### src/rtl/outport_arbiter_pkg.sv
`default_nettype none
// ============================================================================
// Module      : outport_arbiter_pkg
// Description : Shared types for the per-outport wormhole arbiter.
// Revision    : 1.0 - initial release
// ============================================================================
package outport_arbiter_pkg;

  // Per-outport ownership state: free for arbitration, or held by one buffer
  typedef enum logic [0:0] {
    IDLE   = 1'b0,
    LOCKED = 1'b1
  } arb_state_t;

endpackage : outport_arbiter_pkg
`default_nettype wire

### src/rtl/rr_picker.sv
`default_nettype none
// ============================================================================
// Module      : rr_picker
// Description : Combinational round-robin pick: first set bit of req at or
//               after ptr, searching upward and wrapping to bit 0.
// Revision    : 1.0 - initial release
// ============================================================================
module rr_picker #(
  parameter int N  = 5,
  parameter int PW = (N > 1) ? $clog2(N) : 1
) (
  input  logic [N-1:0]  req,
  input  logic [PW-1:0] ptr,
  output logic          found,
  output logic [PW-1:0] idx
);

  logic [N-1:0] upper;

  // Requests at or above the pointer get first chance
  always_comb begin
    upper = '0;
    for (int i = 0; i < N; i++) begin
      upper[i] = req[i] && (i >= int'(ptr));
    end
  end

  // Lowest set bit of the upper slice wins; otherwise wrap to the lowest request
  always_comb begin
    found = |req;
    idx   = '0;
    for (int i = N - 1; i >= 0; i--) begin
      if (req[i]) idx = PW'(i);
    end
    if (|upper) begin
      for (int i = N - 1; i >= 0; i--) begin
        if (upper[i]) idx = PW'(i);
      end
    end
  end

endmodule : rr_picker
`default_nettype wire

### src/rtl/outport_arbiter.sv
`default_nettype none
// ============================================================================
// Module      : outport_arbiter
// Description : Per-outport wormhole arbiter. Each outport picks one input
//               buffer round-robin and stays locked to it until that
//               packet's tail flit has been accepted.
// Revision    : 1.0 - initial release
// ============================================================================
module outport_arbiter
  import outport_arbiter_pkg::*;
#(
  parameter int NUM_BUFFERS  = 5,
  parameter int NUM_OUTPORTS = 5,
  parameter int SEL_W        = $clog2(NUM_BUFFERS),
  parameter int PORT_W       = $clog2(NUM_OUTPORTS)
) (
  input  logic                                     clk,
  input  logic                                     rst,
  input  logic [NUM_BUFFERS-1:0]                   req,
  input  logic [NUM_BUFFERS-1:0][PORT_W-1:0]       req_port,
  input  logic [NUM_BUFFERS-1:0]                   req_tail,
  input  logic [NUM_OUTPORTS-1:0]                  credit_avail,
  input  logic [NUM_OUTPORTS-1:0]                  flit_sent,
  output logic [NUM_OUTPORTS-1:0][SEL_W-1:0]       grant_sel,
  output logic [NUM_OUTPORTS-1:0]                  grant_en,
  output logic [NUM_BUFFERS-1:0]                   buf_pop,
  output logic [NUM_OUTPORTS-1:0]                  port_locked,
  output logic                                     protocol_err
);

  logic [NUM_OUTPORTS-1:0]             locked_all;
  logic [NUM_OUTPORTS-1:0][SEL_W-1:0]  owner_all;
  logic [NUM_BUFFERS-1:0]              owns_any;
  logic                                protocol_err_q;
  logic                                protocol_err_d;

  // A buffer already holding some port may not compete for another one
  always_comb begin
    owns_any = '0;
    for (int p = 0; p < NUM_OUTPORTS; p++) begin
      if (locked_all[p]) owns_any[owner_all[p]] = 1'b1;
    end
  end

  for (genvar p = 0; p < NUM_OUTPORTS; p++) begin : g_port
    arb_state_t              state_q;
    arb_state_t              state_d;
    logic [SEL_W-1:0]        owner_q;
    logic [SEL_W-1:0]        owner_d;
    logic [SEL_W-1:0]        rr_ptr_q;
    logic [SEL_W-1:0]        rr_ptr_d;
    logic [NUM_BUFFERS-1:0]  cand;
    logic                    win_found;
    logic [SEL_W-1:0]        win_idx;
    logic                    owner_ready;

    // Candidates: buffers routed to this port that are not holding another port
    always_comb begin
      cand = '0;
      for (int i = 0; i < NUM_BUFFERS; i++) begin
        cand[i] = req[i] && (req_port[i] == PORT_W'(p)) && !owns_any[i];
      end
    end

    rr_picker #(
      .N  (NUM_BUFFERS),
      .PW (SEL_W)
    ) u_pick (
      .req   (cand),
      .ptr   (rr_ptr_q),
      .found (win_found),
      .idx   (win_idx)
    );

    // Owner still presents a flit aimed at this port (it may have stalled)
    assign owner_ready    = req[owner_q] && (req_port[owner_q] == PORT_W'(p));
    assign grant_en[p]    = (state_q == LOCKED) && owner_ready && credit_avail[p];
    assign grant_sel[p]   = owner_q;
    assign port_locked[p] = (state_q == LOCKED);
    assign locked_all[p]  = (state_q == LOCKED);
    assign owner_all[p]   = owner_q;

    // Lock on a round-robin winner; release once the tail flit is accepted
    always_comb begin
      state_d  = state_q;
      owner_d  = owner_q;
      rr_ptr_d = rr_ptr_q;
      case (state_q)
        IDLE: begin
          if (win_found) begin
            state_d  = LOCKED;
            owner_d  = win_idx;
            rr_ptr_d = (win_idx == SEL_W'(NUM_BUFFERS - 1)) ? '0 : win_idx + 1'b1;
          end
        end
        LOCKED: begin
          if (grant_en[p] && flit_sent[p] && req_tail[owner_q]) state_d = IDLE;
        end
        default: state_d = IDLE;
      endcase
    end

    // Per-port ownership registers
    always_ff @(posedge clk) begin
      if (rst) begin
        state_q  <= IDLE;
        owner_q  <= '0;
        rr_ptr_q <= '0;
      end else begin
        state_q  <= state_d;
        owner_q  <= owner_d;
        rr_ptr_q <= rr_ptr_d;
      end
    end
  end : g_port

  // Pop the owning buffer of every port whose flit was accepted
  always_comb begin
    buf_pop = '0;
    for (int p = 0; p < NUM_OUTPORTS; p++) begin
      if (grant_en[p] && flit_sent[p]) buf_pop[owner_all[p]] = 1'b1;
    end
  end

  // Sticky flag: an outport claimed acceptance of a flit it was never offered
  always_comb begin
    protocol_err_d = protocol_err_q || (|(flit_sent & ~grant_en));
  end

  // Error flag register
  always_ff @(posedge clk) begin
    if (rst) protocol_err_q <= 1'b0;
    else     protocol_err_q <= protocol_err_d;
  end

  assign protocol_err = protocol_err_q;

endmodule : outport_arbiter
`default_nettype wire

### config.mk
export PLATFORM = sky130hd
export DESIGN_NAME = outport_arbiter
export DESIGN_NICKNAME = d
export VERILOG_FILES = /design/src/rtl/outport_arbiter_pkg.sv /design/src/rtl/rr_picker.sv /design/src/rtl/outport_arbiter.sv
export SDC_FILE = /design/constraint.sdc
export NUM_CORES = 1
export LEC_CHECK = 0
export BUFFER_PORTS_ARGS = -buffer_cell sky130_fd_sc_hd__buf_2
export CAP_MARGIN = 0
export CORE_ASPECT_RATIO = 1.75
export CORE_MARGIN = 2
export CORE_UTILIZATION = 35
export CTS_CLUSTER_SIZE = 20
export DETAILED_ROUTE_END_ITERATION = 8
export PLACE_DENSITY_LB_ADDON = 0.08
export SETUP_SLACK_MARGIN = 0.3
export SLEW_MARGIN = 20
export SYNTH_ARGS = -nofsm -noshare
export SYNTH_HDL_FRONTEND = slang
export SYNTH_SLANG_ARGS = --single-unit
### constraint.sdc
create_clock -name clk -period 3.3 [get_ports clk]
set_clock_uncertainty 0.05 [all_clocks]
set_input_delay 0.33 -clock clk [delete_from_list [all_inputs] [get_ports clk]]
set_output_delay 0.33 -clock clk [all_outputs]
set_load 0.03 [all_outputs]
==> out/metrics.yaml <==
power_and_ir_drop:
  power_frac_clock_pct: 32.2
  pwr-share-seq_pct: 29.5
  p_per_area_mw_per_mm2: 325
  p_sw_w: 0.000688
  switching_share_pct: 38.5
  leakage_nw: 2.21
  p_int_w: 0.00110
  worst_ir_drop_vdd_uv: 197
  combPwrFrac_pct: 38.2
floorplan:
  dieArea_mm2: 0.0125
  die_w_um: 85.4
  core_mm2: 0.0115
  start_util_pct: 35.4
  die_y_um: 146
  ios: 68
  rows: 52
timing:
  post-route-min-period_ps: 2990
  hold_viol: 0
  timing.setup.tns_ps: 0
  finalSetupViolCount: 0
  rsz0062_at_grt: "true"
  tightest_slew_ps: 497
  slew_headroom_pct: 66.0
  clock.fmax_mhz: 334
  slew_violations: 0
  fin_crit_sh_pct: 90.7
place:
  place_area_mm2: 0.00484
  gp_congestion: 0.964
  dpl.hpwl_um: 14000
  io_buffers: 67
clock_tree:
  clkSinkCount: 36
  cts.path.max_buffers: 2
  holdBufCountCts: 0
  htree_levels: 2
  cts_tree: "built"
  cts_root_buf: "clkbuf_16"
  clkLatencyLatePin_ps: 300
  clk_pin_slew_ps: 60
  cts_buffers: 5
worst_setup_path:
  r2r_start: "g_port[0].owner_q[2]$_SDFFE_PP0P_"
  worstSetupEndpointType: "flip-flop"
  r2r_end: "g_port[2].rr_ptr_q[2]$_SDFFE_PP0P_"
  cp_data_arrival_time_ps: 3150
  cp-startpoint: "g_port[0].owner_q[2]$_SDFFE_PP0P_"
  worst-setup-path-type: "flip-flop to flip-flop"
  critPathSlowestCell: "or4_4"
  rrSetupSlack_ps: 310
  slowest_delay_ps: 580
  worstPathCellList: "nor4b_4 > or4_4 > or3_4 > or4_4 > nor4b_4 > a31oi_4 > inv_1 > ha_2 > nor2_1 > mux2i_1 > a211oi_1"
  r2r.worst_path.cells: 11
  crit_path_start_kind: "flip-flop"
  crit_required_ps: 3460
  critPathMaxFanout: 6
  cp-endpoint: "g_port[2].rr_ptr_q[2]$_SDFFE_PP0P_"
layout:
  num-nets-final: 720
  antennaDiodeCount: 0
  ff_latch_area_um2: 753
  multi_input_area_mm2: 0.00339
  areaGrowthSynthToFinish_pct: 35.6
  n_fill_cell: 1170
  drive_above_1_share_pct: 36.4
  fin_area_mm2: 0.00551
  final_core_util_pct: 48.1
hold_path:
  worstHoldPathType: "input pin to flip-flop"
  hold_depth: 3
job:
  drv_cap: 0
routing:
  viasPerCell: 6.37
  wl_per_cell_um: 22.5
  drt-initial-drc-count: 576
  routed_wl_um: 18200
  drc_errors: 0
  vias: 5152
  final_antenna_net_count: 0
  dr.pass1.iters: 5
logic_synthesis:
  seq_area_frac_synth_pct: 17.8
  synth.area.top_cells: "dfxtp_1 18%, nor2_1 6.7%, nand2_1 5.1%"
  yosysUniqueCellTypes: 83
  syn_inst: 567
  synth-seq-cells: 36
  synth_nets: 614
  ys_warn_count: 0
  synth_ff_type: "dfxtp_1"
  postSynthAreaPerCell_um2: 7.16
  synth_most_common_cell: "nor2_1"
  synth_top_area_cell: "dfxtp_1"
  synth_top_area_share_pct: 17.8
  synth_commonest_cells: "72 x nor2_1, 55 x nand2_1, 36 x dfxtp_1"
  async_flop_share_pct: 0
  synthesis.area_mm2: 0.00406
  synth_edf_count: 0
global_route:
  antenna_found_initial: 0
  grt.total_usage_pct: 28.2
  grt_max_degree: 32
  grt_pass1_vias: 5002
  overflow: 0
  grt_pass1_wl_um: 27600
run_status:
  outcome: "complete, no violations"
## what timing repair did
| action | in CTS | in global routing |
|---|---|---|
| resized for setup | 17 | 68 |
| gates cloned | 0 | 1 |
| setup buffers | 5 | 11 |
| endpoints found under the setup margin | 14 | 15 |
| pin swaps | 7 | 11 |
## registers in the layout (all words and copies together), names as in the netlist
| name | count |
|---|---|
| g_port.rr_ptr_q | 15 |
| g_port.owner_q | 15 |
| protocol_err | 1 |
| g_port.state_q | 5 |
## layout make-up
type	count	area share (%)
clock buffer	5	2.27
tap	135	3.07
multi-input combinational	466	61.5
sequential	36	13.7
clock inverter	3	0.773
inverter	31	2.18
timing repair buffer	133	16.5
## layout by cell type (no fill, tap or decap), drive strengths merged, types with 4 or more instances in the layout
| cell | instances |
|---|---|
| a2111oi | 4 |
| a211oi | 15 |
| a21oi | 28 |
| a22oi | 7 |
| a31oi | 10 |
| a32o | 4 |
| and2 | 4 |
| and3 | 5 |
| and3b | 4 |
| buf | 130 |
| clkbuf | 8 |
| dfxtp | 36 |
| ha | 10 |
| inv | 29 |
| mux2 | 4 |
| mux2i | 18 |
| nand2 | 55 |
| nand2b | 16 |
| nand3 | 14 |
| nand3b | 6 |
| nand4 | 5 |
| nor2 | 75 |
| nor2b | 12 |
| nor3 | 18 |
| nor3b | 8 |
| nor4 | 8 |
| nor4b | 7 |
| nor4bb | 6 |
| o2111ai | 5 |
| o21ai | 26 |
| o21bai | 4 |
| o22ai | 9 |
| o31ai | 4 |
| o32ai | 5 |
| or2 | 5 |
| or3 | 8 |
## power by group through the flow
stage	sequential, W	combinational, W	clock [W]
floorplan	0.000540	0.000376	0
global placement	0.000532	0.000608	0
detailed placement	0.000533	0.000611	0
CTS	0.000521	0.000630	0.000580
global route	0.000533	0.000734	0.000597
finish	0.000528	0.000683	0.000576
## worst min path at each step
stage                                                     to  slack [ps]                                from
after floorplan                      protocol_err$_SDFF_PP0_         430                        flit_sent[0]
after global placement               protocol_err$_SDFF_PP0_         470             protocol_err$_SDFF_PP0_
after detailed placement  g_port[0].rr_ptr_q[0]$_SDFFE_PP0P_         480  g_port[0].rr_ptr_q[0]$_SDFFE_PP0P_
after CTS                            protocol_err$_SDFF_PP0_         270                        flit_sent[0]
after global routing                 protocol_err$_SDFF_PP0_         310                        flit_sent[0]
final                                protocol_err$_SDFF_PP0_         280                        flit_sent[0]
## through the flow
stage | power [W] | instances | hold WS (ps) | worst slack (ps)
after floorplan | 0.000917 | 567 | 430 | 208
after global placement | 0.00114 | 784 | 474 | 108
after detailed placement | 0.00114 | 784 | 475 | 32.5
after CTS | 0.00173 | 797 | 274 | 280
after global routing | 0.00186 | 809 | 305 | 213
final | 0.00179 | 809 | 279 | 307
## cells by family (layout without fill, tap and decap cells)
group           count (synthesis)  after routing  synth area share (%)
simple gates                  268            268                  36.1
compound gates                163            163                  29.2
buf+inv                        65            172                  6.66
flops                          36             36                  17.8
mux                            25             25                  7.21
fa+ha+maj                      10             10                  3.08
## layer usage
metal	global-route usage (%)	vias up	share of wire (%)
met5	0	-	0
li1	-	2355	-
met2	48.0	234	50
met1	32.5	2486	38
met3	3.67	77	5.5
met4	18.1	0	6.3
## critical path: cells and delay by family, from the launching register on
kind,cells,cell delay [ps]
AND/OR/NAND/NOR,6,1740
AO/OA/AOI/OAI,2,380
flip-flops,1,420
adder cells (fa/ha/maj),1,170
buffers and inverters,1,70
multiplexers,1,70
(Power assumes the default switching activity.)
